### src/rtl/imem_boot_pkg.sv
// rtl/imem_boot_pkg.sv - shared state encoding and default sizing for imem_boot_ctrl
package imem_boot_pkg;

  localparam int DEF_IMEM_DEPTH  = 256;
  localparam int DEF_RELEASE_DLY = 4;

  typedef enum logic [2:0] {
    S_IDLE = 3'd0,
    S_LOAD = 3'd1,
    S_HOLD = 3'd2,
    S_RUN  = 3'd3,
    S_ERR  = 3'd4
  } boot_state_t;

endpackage

### src/rtl/imem_boot_ctrl.sv
// rtl/imem_boot_ctrl.sv - streams boot words into imem, then releases the core from reset
// Optional feature macro IMEM_BOOT_CKSUM_EN: a trailing checksum beat is verified before release.
module imem_boot_ctrl
  import imem_boot_pkg::*;
#(
  parameter int IMEM_DEPTH  = DEF_IMEM_DEPTH,
  parameter int RELEASE_DLY = DEF_RELEASE_DLY
) (
  input  logic                          clk,
  input  logic                          resetn,
  input  logic                          start,
  input  logic                          ld_valid,
  output logic                          ld_ready,
  input  logic [31:0]                   ld_data,
  input  logic                          ld_last,
  output logic                          imem_we,
  output logic [$clog2(IMEM_DEPTH)-1:0] imem_waddr,
  output logic [31:0]                   imem_wdata,
  output logic                          core_resetn,
  output logic                          busy,
  output logic                          done,
  output logic                          err,
  output logic [$clog2(IMEM_DEPTH):0]   word_cnt
);

  localparam int AW = $clog2(IMEM_DEPTH);
  localparam int CW = (RELEASE_DLY > 1) ? $clog2(RELEASE_DLY) : 1;
  localparam logic [AW:0]   LP_DEPTH     = (AW+1)'(IMEM_DEPTH);
  localparam logic [AW:0]   LP_TOP       = (AW+1)'(IMEM_DEPTH - 1);
  localparam logic [CW-1:0] LP_HOLD_LAST = CW'(RELEASE_DLY - 1);

  boot_state_t   r_state;
  boot_state_t   w_next;
  logic [CW-1:0] r_hold_cnt;
  logic          w_accept;
  logic          w_data_beat;
  logic          w_at_top;
  logic          w_enter_load;

  assign ld_ready     = (r_state == S_LOAD);
  assign core_resetn  = (r_state == S_RUN);
  assign done         = (r_state == S_RUN);
  assign busy         = (r_state == S_LOAD) || (r_state == S_HOLD);
  assign err          = (r_state == S_ERR);

  assign w_accept     = ld_valid && ld_ready;
  assign w_at_top     = (word_cnt == LP_TOP);
  assign w_enter_load = (w_next == S_LOAD) && (r_state != S_LOAD);

`ifdef IMEM_BOOT_CKSUM_EN
  // r_ck_phase: the ld_last word has been taken, the next beat carries the sum
  logic        r_ck_phase;
  logic [31:0] r_sum;

  assign w_data_beat = w_accept && !r_ck_phase;

  always_ff @(posedge clk or negedge resetn) begin
    if (!resetn) begin
      r_ck_phase <= 1'b0;
      r_sum      <= 32'd0;
    end else if (w_enter_load) begin
      r_ck_phase <= 1'b0;
      r_sum      <= 32'd0;
    end else if (w_data_beat) begin
      r_sum <= r_sum + ld_data;
      if (ld_last) r_ck_phase <= 1'b1;
    end
  end
`else
  assign w_data_beat = w_accept;
`endif

  always_ff @(posedge clk or negedge resetn) begin
    if (!resetn) r_state <= S_IDLE;
    else         r_state <= w_next;
  end

  always_comb begin
    w_next = r_state;
    case (r_state)
      S_IDLE: if (start) w_next = S_LOAD;
      S_LOAD: begin
        if (w_accept) begin
`ifdef IMEM_BOOT_CKSUM_EN
          if (r_ck_phase)             w_next = (ld_data == r_sum) ? S_HOLD : S_ERR;
          else if (!ld_last && w_at_top) w_next = S_ERR;
`else
          if (ld_last)       w_next = S_HOLD;
          else if (w_at_top) w_next = S_ERR;
`endif
        end
      end
      S_HOLD: if (r_hold_cnt == LP_HOLD_LAST) w_next = S_RUN;
      S_RUN, S_ERR: if (start) w_next = S_LOAD;
      default: w_next = S_IDLE;
    endcase
  end

  always_ff @(posedge clk or negedge resetn) begin
    if (!resetn) begin
      imem_we    <= 1'b0;
      imem_waddr <= '0;
      imem_wdata <= 32'd0;
      word_cnt   <= '0;
      r_hold_cnt <= '0;
    end else begin
      imem_we <= w_data_beat;
      if (w_data_beat) begin
        imem_waddr <= word_cnt[AW-1:0];
        imem_wdata <= ld_data;
      end
      if (w_enter_load)                           word_cnt <= '0;
      else if (w_data_beat && word_cnt != LP_DEPTH) word_cnt <= word_cnt + 1'b1;
      // counts the cycles spent in HOLD; restarts on every HOLD entry
      if (r_state == S_HOLD) r_hold_cnt <= r_hold_cnt + 1'b1;
      else                   r_hold_cnt <= '0;
    end
  end

endmodule

### config.mk
export PLATFORM = sky130hd
export DESIGN_NAME = imem_boot_ctrl
export DESIGN_NICKNAME = d
export VERILOG_FILES = /design/src/rtl/imem_boot_pkg.sv /design/src/rtl/imem_boot_ctrl.sv
export SDC_FILE = /design/constraint.sdc
export NUM_CORES = 1
export LEC_CHECK = 0
export BUFFER_PORTS_ARGS = -buffer_cell sky130_fd_sc_hd__buf_2
export CAP_MARGIN = 20
export CORE_AREA = 2 2 76 107
export CTS_BUF_LIST = sky130_fd_sc_hd__clkbuf_8
export CTS_CLUSTER_DIAMETER = 60
export DETAILED_ROUTE_END_ITERATION = 12
export DIE_AREA = 0 0 78 109
export PLACE_DENSITY_LB_ADDON = 0.2
export SYNTH_ARGS = -nofsm -noshare
export SYNTH_HDL_FRONTEND = slang
export SYNTH_SLANG_ARGS = --single-unit
### constraint.sdc
create_clock -name clk -period 1.5 [get_ports clk]
set_input_delay 0.3 -clock clk [delete_from_list [all_inputs] [get_ports clk]]
set_output_delay 0.3 -clock clk [all_outputs]
set_load 0.05 [all_outputs]
==> reports/results.txt <==
Antenna violations before repair: 0
Fraction of final layout cells sized beyond drive strength 1: 71.2%
Count of boundary I/O pins: 92
Kind of start point of the critical path: flop
First-pass GRT wire length: 8580 um
Post-route fraction of the period consumed by the critical path: 110%
Number of global-route vias before repair: 1752
Max Fanout on Critical Path: 4
Cell area after technology mapping: 2350 um2
Clock tree from TritonCTS: done
Commonest non-fill, non-tap cells in the layout: sky130_fd_sc_hd__buf_2, sky130_fd_sc_hd__dfrtp_1, sky130_fd_sc_hd__mux2_4
Result of the run: complete, but fails checks
Worst min-delay path startpoint: ld_data[30]
Syn Area/Cell: 14.4 um2
PnR worst setup slack: -0.151 ns
Clock latency of the later-clocked register in the worst-skew pair: 0.30 ns
Max capacitance violation total: 0
Max-Slew Margin vs Limit: 72.2%
Root buf cell: sky130_fd_sc_hd__clkbuf_8
R2r startpoint: word_cnt[0]$_DFFE_PN0P_
Antenna diode count: 0
Peak supply drop: 1370 uV
Synthesized netlist cell count: 164
Number of distinct library cells after synthesis: 36
Setup violation total in the final timing report: 22
Power density relative to cell area: 2320 nW/um2
Buffers from clock root to sink, at most: 2
Die X: 78 um
Final estimated routing congestion in global placement: 0.743
Die outline area: 8500 um2
Effective utilization at floorplan: 30.9%
Worst EP arrival: 1.88 ns
Unrepaired setup endpoints after global routing: true
Count of TritonRoute iterations in the first routing pass: 5
Reg2Reg Setup Slack: -0.15 ns
Failing checks: negative setup slack
Cts bufs inserted: 5
Hold path depth: 2
Static leakage power: 1.89 nW
End point of the worst hold path: imem_wdata[30]$_DFFE_PN0N_
Transition time at the pin with the least slew margin: 0.417 ns
Critical path required time: 1.73 ns
Path class of the lowest-slack min-delay path: primary input to flop
Min cycle time layout: 1.65 ns
Drt initial violations: 50
Flip-flop and latch count after synthesis: 55
Count of final max-slew check failures: 0
Worst reg2reg path depth: 6
Kind of end point of the critical path: flop
Pin count of the biggest net entering global routing: 20
Total global routing overflow: 0
End-of-flow core utilization: 49.0%
Worst reg2reg path endpoint: word_cnt[4]$_DFFE_PN0P_
Nets in the synthesized netlist: 205
Net count of the finished layout: 335
I/O Buffers: 91
Number of failing hold endpoints at the final stage: 0
Mean number of vias per cell: 4.58
Total GRT Usage: 12.8%
Type of the worst setup path: flop to flop
Hpwl dp: 3870 um
Yosys warning total: 0
Post-CTS clock slew at the launch and capture registers of the worst setup and hold paths: 0.09 ns
Post-synthesis sequential area ratio: 58.5%
Placeable core region: 7610 um2
Number of clock sinks seen by CTS: 55
Routed WL per cell: 14.9 um
Remaining antenna violation count after routing: 0
DRC violation count after routing: 0
Die Span Y: 109 um
Vias after detailed routing: 1809
Highest clock rate: 606 MHz
Post-route total power: 8.67 mW
Clock skew after layout: 0.00424 ns
Final wirelength: 5900 um
Number of H-tree levels: 2
Number of rows in the core area: 38
Most common library cell in the layout ignoring fill and taps: sky130_fd_sc_hd__buf_2
Relative area change from synthesis to final layout: 58.5%
[worst max-delay path, stage by stage, from the launching register on]
cell	delay [ns]
sky130_fd_sc_hd__dfrtp_2	0.42
sky130_fd_sc_hd__inv_2	0.07
sky130_fd_sc_hd__ha_4	0.12
sky130_fd_sc_hd__or4b_4	0.47
sky130_fd_sc_hd__o21a_4	0.24
sky130_fd_sc_hd__nand4_1	0.09
sky130_fd_sc_hd__mux2i_1	0.19
[final cells by class]
type | count | area [um2]
fillers | 718 | 3880
flip-flops and latches | 55 | 1390
multi-input cells | 96 | 1120
repair buffers | 132 | 988
well taps | 100 | 125
clock buffers | 7 | 96.3
inverters | 4 | 15.0
clock inverters | 1 | 3.75
[flip-flops by register name, indices dropped and copies added (netlist names)]
| register | count |
|---|---|
| imem_we | 1 |
| imem_waddr | 8 |
| imem_wdata | 32 |
| word_cnt | 9 |
| r_hold_cnt | 2 |
| r_state | 3 |
[metrics by stage]
stage          hold WS, ns  TNS [ns]  area [um2]  worst slack [ns]  cells
6_report             0.221     -1.22        3730            -0.151    395
3_5_place_dp         0.253    -0.664        3130            -0.155    368
5_1_grt              0.198     -3.27        3730            -0.262    395
4_1_cts              0.208     -2.20        3390            -0.173    380
2_1_floorplan      0.00441     -2.05        2450            -0.260    164
3_3_place_gp         0.261    -0.457        3130            -0.107    368
[metal layers]
metal / routed length (um) / share of wire (%) / global-route usage (%)
met1: 2380 / 40 / 15.2
met2: 3150 / 53 / 22.8
met5: 0 / 0 / 0
met4: 61 / 1.0 / 4.39
met3: 308 / 5.2 / 2.81
[power by group]
part | internal [mW] | switching, mW | leakage [nW]
sequential | 2.05 | 0.300 | 0.677
combinational | 2.19 | 3.25 | 1.16
clock | 0.416 | 0.459 | 0.0557
total | 4.66 | 4.01 | 1.89
[synth_stat cells, drive strengths merged]
library cell  count  area share [%]
or4b              2             1.2
a32oi             1            0.37
dfrtp            55              58
nor4bb            1            0.43
ha                4             2.1
o2111ai           1            0.37
clkbuf            1            0.58
a211oi            1            0.53
o21a              2            0.96
nand3             2            0.43
nor4b             1            0.37
buf               9             3.1
o211ai            1            0.32
and2              1            0.27
nor2b             1            0.27
and4              3             1.2
and4bb            1            0.69
o21ai             2            0.43
xnor2             2            0.74
nor3b             1            0.32
nand2b            1            0.27
xor2              5             1.9
a22o              1            0.37
inv               4            0.64
and3b             1            0.37
nand3b            1            0.32
mux2             40              19
a21oi             1            0.21
nand2             2            0.32
mux2i             2            0.85
nand4             2            0.53
nor2             12             1.9
[cell families (layout without fill, tap and decap cells)]
kind of cell,count (synthesis),in the layout,synth area share (%)
flops,55,55,58.5
mux,42,42,20.0
simple gates,32,33,8.88
buf+inv,14,144,4.36
compound gates,10,10,3.56
xor+xnor,7,7,2.61
fa+ha+maj,4,4,2.13
[how the worst max path moves through the flow]
stage                                       start                      end  slack, ns  cells after the start
final                     word_cnt[0]$_DFFE_PN0P_  word_cnt[4]$_DFFE_PN0P_      -0.15                      6
after global routing      word_cnt[1]$_DFFE_PN0P_  word_cnt[4]$_DFFE_PN0P_      -0.26                      6
after CTS                 word_cnt[0]$_DFFE_PN0P_  word_cnt[4]$_DFFE_PN0P_      -0.17                      6
after detailed placement  word_cnt[1]$_DFFE_PN0P_  word_cnt[4]$_DFFE_PN0P_      -0.15                      6
after global placement    word_cnt[0]$_DFFE_PN0P_  word_cnt[4]$_DFFE_PN0P_      -0.11                      6
after floorplan           word_cnt[1]$_DFFE_PN0P_  word_cnt[4]$_DFFE_PN0P_      -0.26                      6
[repair_timing]
item                                    4_1_cts  5_1_grt
cloned                                        1        7
buffers inserted                              2        8
pin swaps                                     6        8
hold buffers                                  1        0
endpoints found under the hold margin        13        0
endpoints found under the setup margin       14       56
resized for setup                            33       38
(Power assumes the default switching activity.)
